[src/rtl/cla_pkg.sv]
// Shared definitions for the sequential carry-lookahead adder controller.
// Holds the controller state encoding, the slice-index width helper and the
// operand/slice width compatibility check used at elaboration.
package cla_pkg;

  // Controller states.
  typedef enum logic [1:0] {
    IDLE = 2'd0,
    RUN  = 2'd1,
    DONE = 2'd2
  } state_t;

  // Width of the slice index counter: clog2(n), never narrower than 1 bit.
  function automatic int unsigned idx_width(input int unsigned n);
    return (n <= 1) ? 1 : $clog2(n);
  endfunction

  // True when the operand width is a whole number of slices.
  function automatic bit slices_divide(input int unsigned data_w, input int unsigned slice_w);
    return (slice_w != 0) && ((data_w % slice_w) == 0);
  endfunction

endpackage

[src/rtl/cla_slice.sv]
// Combinational SLICE_W-bit carry-lookahead adder slice.
// Ports:
//   a, b   : slice operands
//   c_in   : carry into bit 0
//   s      : slice sum
//   c_out  : carry out of the slice MSB
//   c_msb  : carry into the slice MSB (signed-overflow detection)
module cla_slice #(
  parameter int unsigned SLICE_W = 8
) (
  input  logic [SLICE_W-1:0] a,
  input  logic [SLICE_W-1:0] b,
  input  logic               c_in,
  output logic [SLICE_W-1:0] s,
  output logic               c_out,
  output logic               c_msb
);

  logic [SLICE_W-1:0] w_p;
  logic [SLICE_W-1:0] w_g;
  logic [SLICE_W:0]   w_c;
  logic               w_term;

  // Per-bit propagate / generate cells.
  assign w_p = a ^ b;
  assign w_g = a & b;

  // Flat lookahead: c[i] = OR_j (g[j] & p[j+1..i-1]) | (c_in & p[0..i-1]).
  always_comb begin
    w_c    = '0;
    w_term = 1'b0;
    w_c[0] = c_in;
    for (int i = 1; i <= int'(SLICE_W); i++) begin
      w_term = c_in;
      for (int k = 0; k < i; k++) begin
        w_term = w_term & w_p[k];
      end
      w_c[i] = w_term;
      for (int j = 0; j < i; j++) begin
        w_term = w_g[j];
        for (int k = j + 1; k < i; k++) begin
          w_term = w_term & w_p[k];
        end
        w_c[i] = w_c[i] | w_term;
      end
    end
  end

  assign s     = w_p ^ w_c[SLICE_W-1:0];
  assign c_out = w_c[SLICE_W];
  assign c_msb = w_c[SLICE_W-1];

endmodule

[src/rtl/cla_seq_adder_ctrl.sv]
// Multi-cycle add/subtract: one shared CLA slice is applied LSB slice first,
// one slice per clock, with the carry registered between slices.
// Ports:
//   clk, rst_n          : clock, asynchronous active-low reset
//   in_valid / in_ready : operand handshake (a, b, cin, sub)
//   out_valid/out_ready : result handshake (sum, cout, ovf)
//   busy                : operation in progress or result pending
module cla_seq_adder_ctrl
  import cla_pkg::*;
#(
  parameter int unsigned DATA_W  = 32,
  parameter int unsigned SLICE_W = 8
) (
  input  logic              clk,
  input  logic              rst_n,
  input  logic              in_valid,
  output logic              in_ready,
  input  logic [DATA_W-1:0] a,
  input  logic [DATA_W-1:0] b,
  input  logic              cin,
  input  logic              sub,
  output logic              out_valid,
  input  logic              out_ready,
  output logic [DATA_W-1:0] sum,
  output logic              cout,
  output logic              ovf,
  output logic              busy
);

  localparam int unsigned NUM_SLICES = DATA_W / SLICE_W;
  localparam int unsigned IDX_W      = idx_width(NUM_SLICES);

  if (!slices_divide(DATA_W, SLICE_W)) begin : g_width_check
    $error("cla_seq_adder_ctrl: DATA_W must be a multiple of SLICE_W");
  end

  state_t              r_state;
  state_t              w_state_nxt;
  logic                w_accept;
  logic                w_step;
  logic                w_last;

  logic [DATA_W-1:0]   r_a;
  logic [DATA_W-1:0]   r_b;
  logic                r_carry;
  logic [IDX_W-1:0]    r_idx;
  logic [DATA_W-1:0]   r_sum;
  logic                r_cout;
  logic                r_ovf;
  logic                r_in_ready;
  logic                r_out_valid;
  logic                r_busy;

  logic [SLICE_W-1:0]  w_sl_a;
  logic [SLICE_W-1:0]  w_sl_b;
  logic [SLICE_W-1:0]  w_sl_s;
  logic                w_sl_cout;
  logic                w_sl_cmsb;

  // Current slice of the captured operands.
  assign w_sl_a = r_a[r_idx*SLICE_W +: SLICE_W];
  assign w_sl_b = r_b[r_idx*SLICE_W +: SLICE_W];
  assign w_last = (r_idx == IDX_W'(NUM_SLICES - 1));

  cla_slice #(
    .SLICE_W (SLICE_W)
  ) u_slice (
    .a     (w_sl_a),
    .b     (w_sl_b),
    .c_in  (r_carry),
    .s     (w_sl_s),
    .c_out (w_sl_cout),
    .c_msb (w_sl_cmsb)
  );

  // State register plus handshake/status outputs decoded from the next state.
  always_ff @(posedge clk or negedge rst_n) begin
    if (!rst_n) begin
      r_state     <= IDLE;
      r_in_ready  <= 1'b1;
      r_out_valid <= 1'b0;
      r_busy      <= 1'b0;
    end else begin
      r_state     <= w_state_nxt;
      r_in_ready  <= (w_state_nxt == IDLE);
      r_out_valid <= (w_state_nxt == DONE);
      r_busy      <= (w_state_nxt != IDLE);
    end
  end

  // Next-state and datapath control.
  always_comb begin
    w_state_nxt = r_state;
    w_accept    = 1'b0;
    w_step      = 1'b0;
    case (r_state)
      IDLE: begin
        if (in_valid) begin
          w_accept    = 1'b1;
          w_state_nxt = RUN;
        end
      end
      RUN: begin
        w_step = 1'b1;
        if (w_last) begin
          w_state_nxt = DONE;
        end
      end
      DONE: begin
        if (out_ready) begin
          w_state_nxt = IDLE;
        end
      end
      default: w_state_nxt = IDLE;
    endcase
  end

  // Operand capture and slice-by-slice accumulation.
  always_ff @(posedge clk or negedge rst_n) begin
    if (!rst_n) begin
      r_a     <= '0;
      r_b     <= '0;
      r_carry <= 1'b0;
      r_idx   <= '0;
      r_sum   <= '0;
      r_cout  <= 1'b0;
      r_ovf   <= 1'b0;
    end else if (w_accept) begin
      r_a     <= a;
      // Subtract as a + ~b + 1.
      r_b     <= sub ? ~b : b;
      r_carry <= sub | cin;
      r_idx   <= '0;
      r_sum   <= '0;
    end else if (w_step) begin
      r_sum[r_idx*SLICE_W +: SLICE_W] <= w_sl_s;
      r_carry <= w_sl_cout;
      r_idx   <= r_idx + IDX_W'(1);
      if (w_last) begin
        r_cout <= w_sl_cout;
        r_ovf  <= w_sl_cmsb ^ w_sl_cout;
      end
    end
  end

  assign in_ready  = r_in_ready;
  assign out_valid = r_out_valid;
  assign busy      = r_busy;
  assign sum       = r_sum;
  assign cout      = r_cout;
  assign ovf       = r_ovf;

endmodule

[config.mk]
export PLATFORM = sky130hd
export DESIGN_NAME = cla_seq_adder_ctrl
export DESIGN_NICKNAME = d
export VERILOG_FILES = /design/src/rtl/cla_pkg.sv /design/src/rtl/cla_slice.sv /design/src/rtl/cla_seq_adder_ctrl.sv
export SDC_FILE = /design/constraint.sdc
export NUM_CORES = 1
export LEC_CHECK = 0
export BUFFER_PORTS_ARGS = -buffer_cell sky130_fd_sc_hd__buf_2
export CORE_MARGIN = 10
export CORE_UTILIZATION = 51
export CTS_BUF_LIST = sky130_fd_sc_hd__clkbuf_8
export CTS_CLUSTER_SIZE = 20
export DETAILED_ROUTE_END_ITERATION = 10
export PLACE_DENSITY = 0.78
export RECOVER_POWER = 100
export SYNTH_ARGS = -nofsm -noshare
export SYNTH_HDL_FRONTEND = slang
export SYNTH_SLANG_ARGS = --single-unit
export TNS_END_PERCENT = 5
[constraint.sdc]
create_clock -name clk -period 2.8 [get_ports clk]
set_clock_uncertainty 0.05 [all_clocks]
set_input_delay 0.28 -clock clk [delete_from_list [all_inputs] [get_ports clk]]
set_output_delay 0.28 -clock clk [all_outputs]
set_load 0.005 [all_outputs]
==> run_results.csv <==
group,metric,value,unit
timing,period_needed,2.75,ns
synthesis,ys_seq_elements,106,
critical_path,critical_path_class,"flop to flop",
routing,drt_iter0_drc,374,
critical_path,worstPathMaxFanout,17,
placed_design,dpl.hpwl,9150,µm
critical_path,endpoint_kind,"flop",
global_routing,grt_pass1_wl,20100,µm
routing,drc,0,
routing,viasPerCell,5.58,
clock_tree,clkLatencyLatePin,0.37,ns
global_routing,grt_antenna_before_repair,0,
synthesis,synth_top_area_share,50.4,%
floorplanning,core_area,9860,µm²
critical_path,critPathRequiredTime,3.03,ns
power,leakagePower,2.64,nW
timing,report.final.slew_viol_count,0,
floorplanning,dieHeight,121,µm
floorplanning,fp.dieArea,14700,µm²
placed_design,gp_congestion,0.887,
clock_tree,cts_buffer_depth,2,
layout,final_common_cell,"dfrtp_1",
global_routing,grt_max_degree,57,
clock_tree,cts_tree,"done",
worst_hold_path,hold_path_class,"primary input to flop",
layout,final_cell_mix,"dfrtp_1 (105), buf_2 (70), a21oi_1 (37), nor2_1 (37), clkbuf_1 (35)",
synthesis,synthArstFlopShare,100,%
global_routing,grt_usage,16.9,%
critical_path,crit_start,"r_idx[0]",
floorplanning,floorplan.initialDensity,52.8,%
floorplanning,fp.dieW,121,µm
synthesis,yosys.area.top_type,"dfrtp_1",
synthesis,synth-main-ff-cell,"dfrtp_1",
critical_path,worstSetupStartpointType,"flop",
worst_hold_path,min_from,"a[28]",
critical_path,timing.rr.start,"r_idx[0]",
routing,antenna_left,0,
clock_tree,h-tree-depth,3,
timing,tns,0,ns
power,p_total,9.00,mW
layout,nFillCells,794,
timing,max_freq,363,MHz
synthesis,avgSynthCellArea,12.2,µm²
global_routing,grt_pass1_vias,3934,
synthesis,synth-edff-count,0,
floorplanning,num_rows,36,
routing,dr.pass1.iters,5,
placed_design,portBuffers,106,
synthesis,syn_area,5210,µm²
power,max-vdd-ir-drop,747,µV
routing,routedWlPerCell,18.3,µm
global_routing,overflow,0,
timing,setup_viol,0,
timing,finalHoldViolations,0,
power,p_per_area,1460,nW/µm²
clock_tree,clock-sinks,106,
timing,rsz0062_at_grt,"yes",
layout,antennaDiodeCount,0,
synthesis,synthCells,428,
timing,worstMarginPinSlew,1.23,ns
synthesis,yosysSeqAreaShare,50.9,%
timing,worst_hold_slack,0.0780,ns
floorplanning,boundaryPins,107,
synthesis,synth.distinct_cells,54,
run_status,status,"complete, no violations",
layout,drive_gt1_share,31.1,%
timing,finalCritPeriodShare,98.3,%
critical_path,cp.arrival,2.98,ns
layout,nets,620,
layout,area_growth,17.9,%
critical_path,rrSetupSlack,0.05,ns
routing,drt-total-wl,12300,µm
clock_tree,root_buffer,"clkbuf_8",
run,cap_viol_max_count,0,
timing,slew_headroom,18.3,%
clock_tree,clk_pin_slew,0.11,ns
synthesis,yosysWarnings,0,
synthesis,synthTopCellsByArea,"dfrtp_1 (50%), mux2_2 (6.9%), mux4_2 (6.9%)",
clock_tree,cts_buffers,9,
routing,num_vias,3761,
synthesis,syn_nets,512,
-- cells by family after synthesis --
| kind of cell | after synthesis | synth area share [%] |
|---|---|---|
| buffers and inverters | 27 | 2.76 |
| adders and majority gates | 14 | 3.51 |
| AOI/OAI and AO/OA | 98 | 13.3 |
| xor gates and xnor gates | 35 | 5.88 |
| and+or+nand+nor | 100 | 9.82 |
| muxes | 48 | 13.8 |
| DFF | 106 | 50.9 |
-- timing repair --
| action | 4_1_cts | 5_1_grt |
|---|---|---|
| buffers inserted | 0 | 2 |
| hold buffers | 1 | 0 |
| gates resized for setup | 0 | 8 |
| setup endpoints to repair | 0 | 21 |
| hold endpoints to repair | 49 | 0 |
-- worst paths after layout --
| check | end | cells after the start |
|---|---|---|
| max in group asynchronous | r_b[31] | 3 |
| min reg2reg | sum[5] | 2 |
| min | r_a[28] | 2 |
| max | sum[4] | 8 |
| min in group asynchronous | busy | 2 |
| max reg2reg | sum[4] | 8 |
-- area by class of cell --
type / instances / area [µm²] / area share [%]
Clock buffer: 10 / 138 / 2.24
Clock inverter: 6 / 72.6 / 1.18
Inverter: 6 / 22.5 / 0.367
Multi-Input combinational cell: 295 / 2460 / 40.1
Sequential cell: 106 / 2650 / 43.2
Tap cell: 133 / 166 / 2.71
Timing Repair Buffer: 118 / 629 / 10.2
-- registers in the layout, indices dropped and copies added (netlist names) --
signal     flops
ovf            1
cout           1
r_state        2
r_idx          2
sum           32
in_ready       1
out_valid      1
busy           1
r_a           32
r_carry        1
r_b           32
-- Yosys cell counts (3+ instances only) --
cell type / number
a21o_1: 7
ha_1: 13
buf_2: 10
xnor2_1: 34
o21ai_0: 11
mux4_2: 16
nor3_1: 4
clkbuf_1: 4
inv_1: 6
nand2b_1: 4
nor2_1: 37
a21oi_1: 38
nand2_1: 29
a22o_1: 13
o31ai_1: 6
o211ai_1: 3
buf_4: 6
nand3_1: 4
mux2_2: 32
dfrtp_1: 105
-- through the flow --
stage          instance area [µm²]  instances  util (%)  setup slack (ns)
6_report                      6140        674      62.3            0.0474
4_1_cts                       6150        672      62.3            0.0296
5_1_grt                       6140        674      62.3           -0.0819
3_5_place_dp                  5930        655      60.1            0.0591
3_3_place_gp                  5930        655      60.1             0.118
2_1_floorplan                 5220        428         -            0.0137
-- worst max-delay path: stages (launching register included) --
cell and delay [ns]:
dfrtp_1 0.41, buf_12 0.18, mux4_2 0.55, ha_1 0.29, ha_1 0.22, o211ai_4 0.31, a21boi_1 0.15, o21a_2 0.25
o31ai_1 0.24
-- per-layer routing --
metal	track usage, %	vias to the layer above	part of all wire [%]
li1	-	1760	-
met1	22.5	1846	44
met2	26.0	141	46
met3	5.17	14	8.2
met4	5.35	0	1.4
met5	0	-	0
-- power breakdown --
group / internal, mW / switching [mW] / leakage (nW)
sequential: 2.23 / 0.417 / 1.29
combinational: 2.33 / 3.02 / 1.25
clock: 0.448 / 0.548 / 0.103
Note: power is estimated with default switching activity, not from simulation.
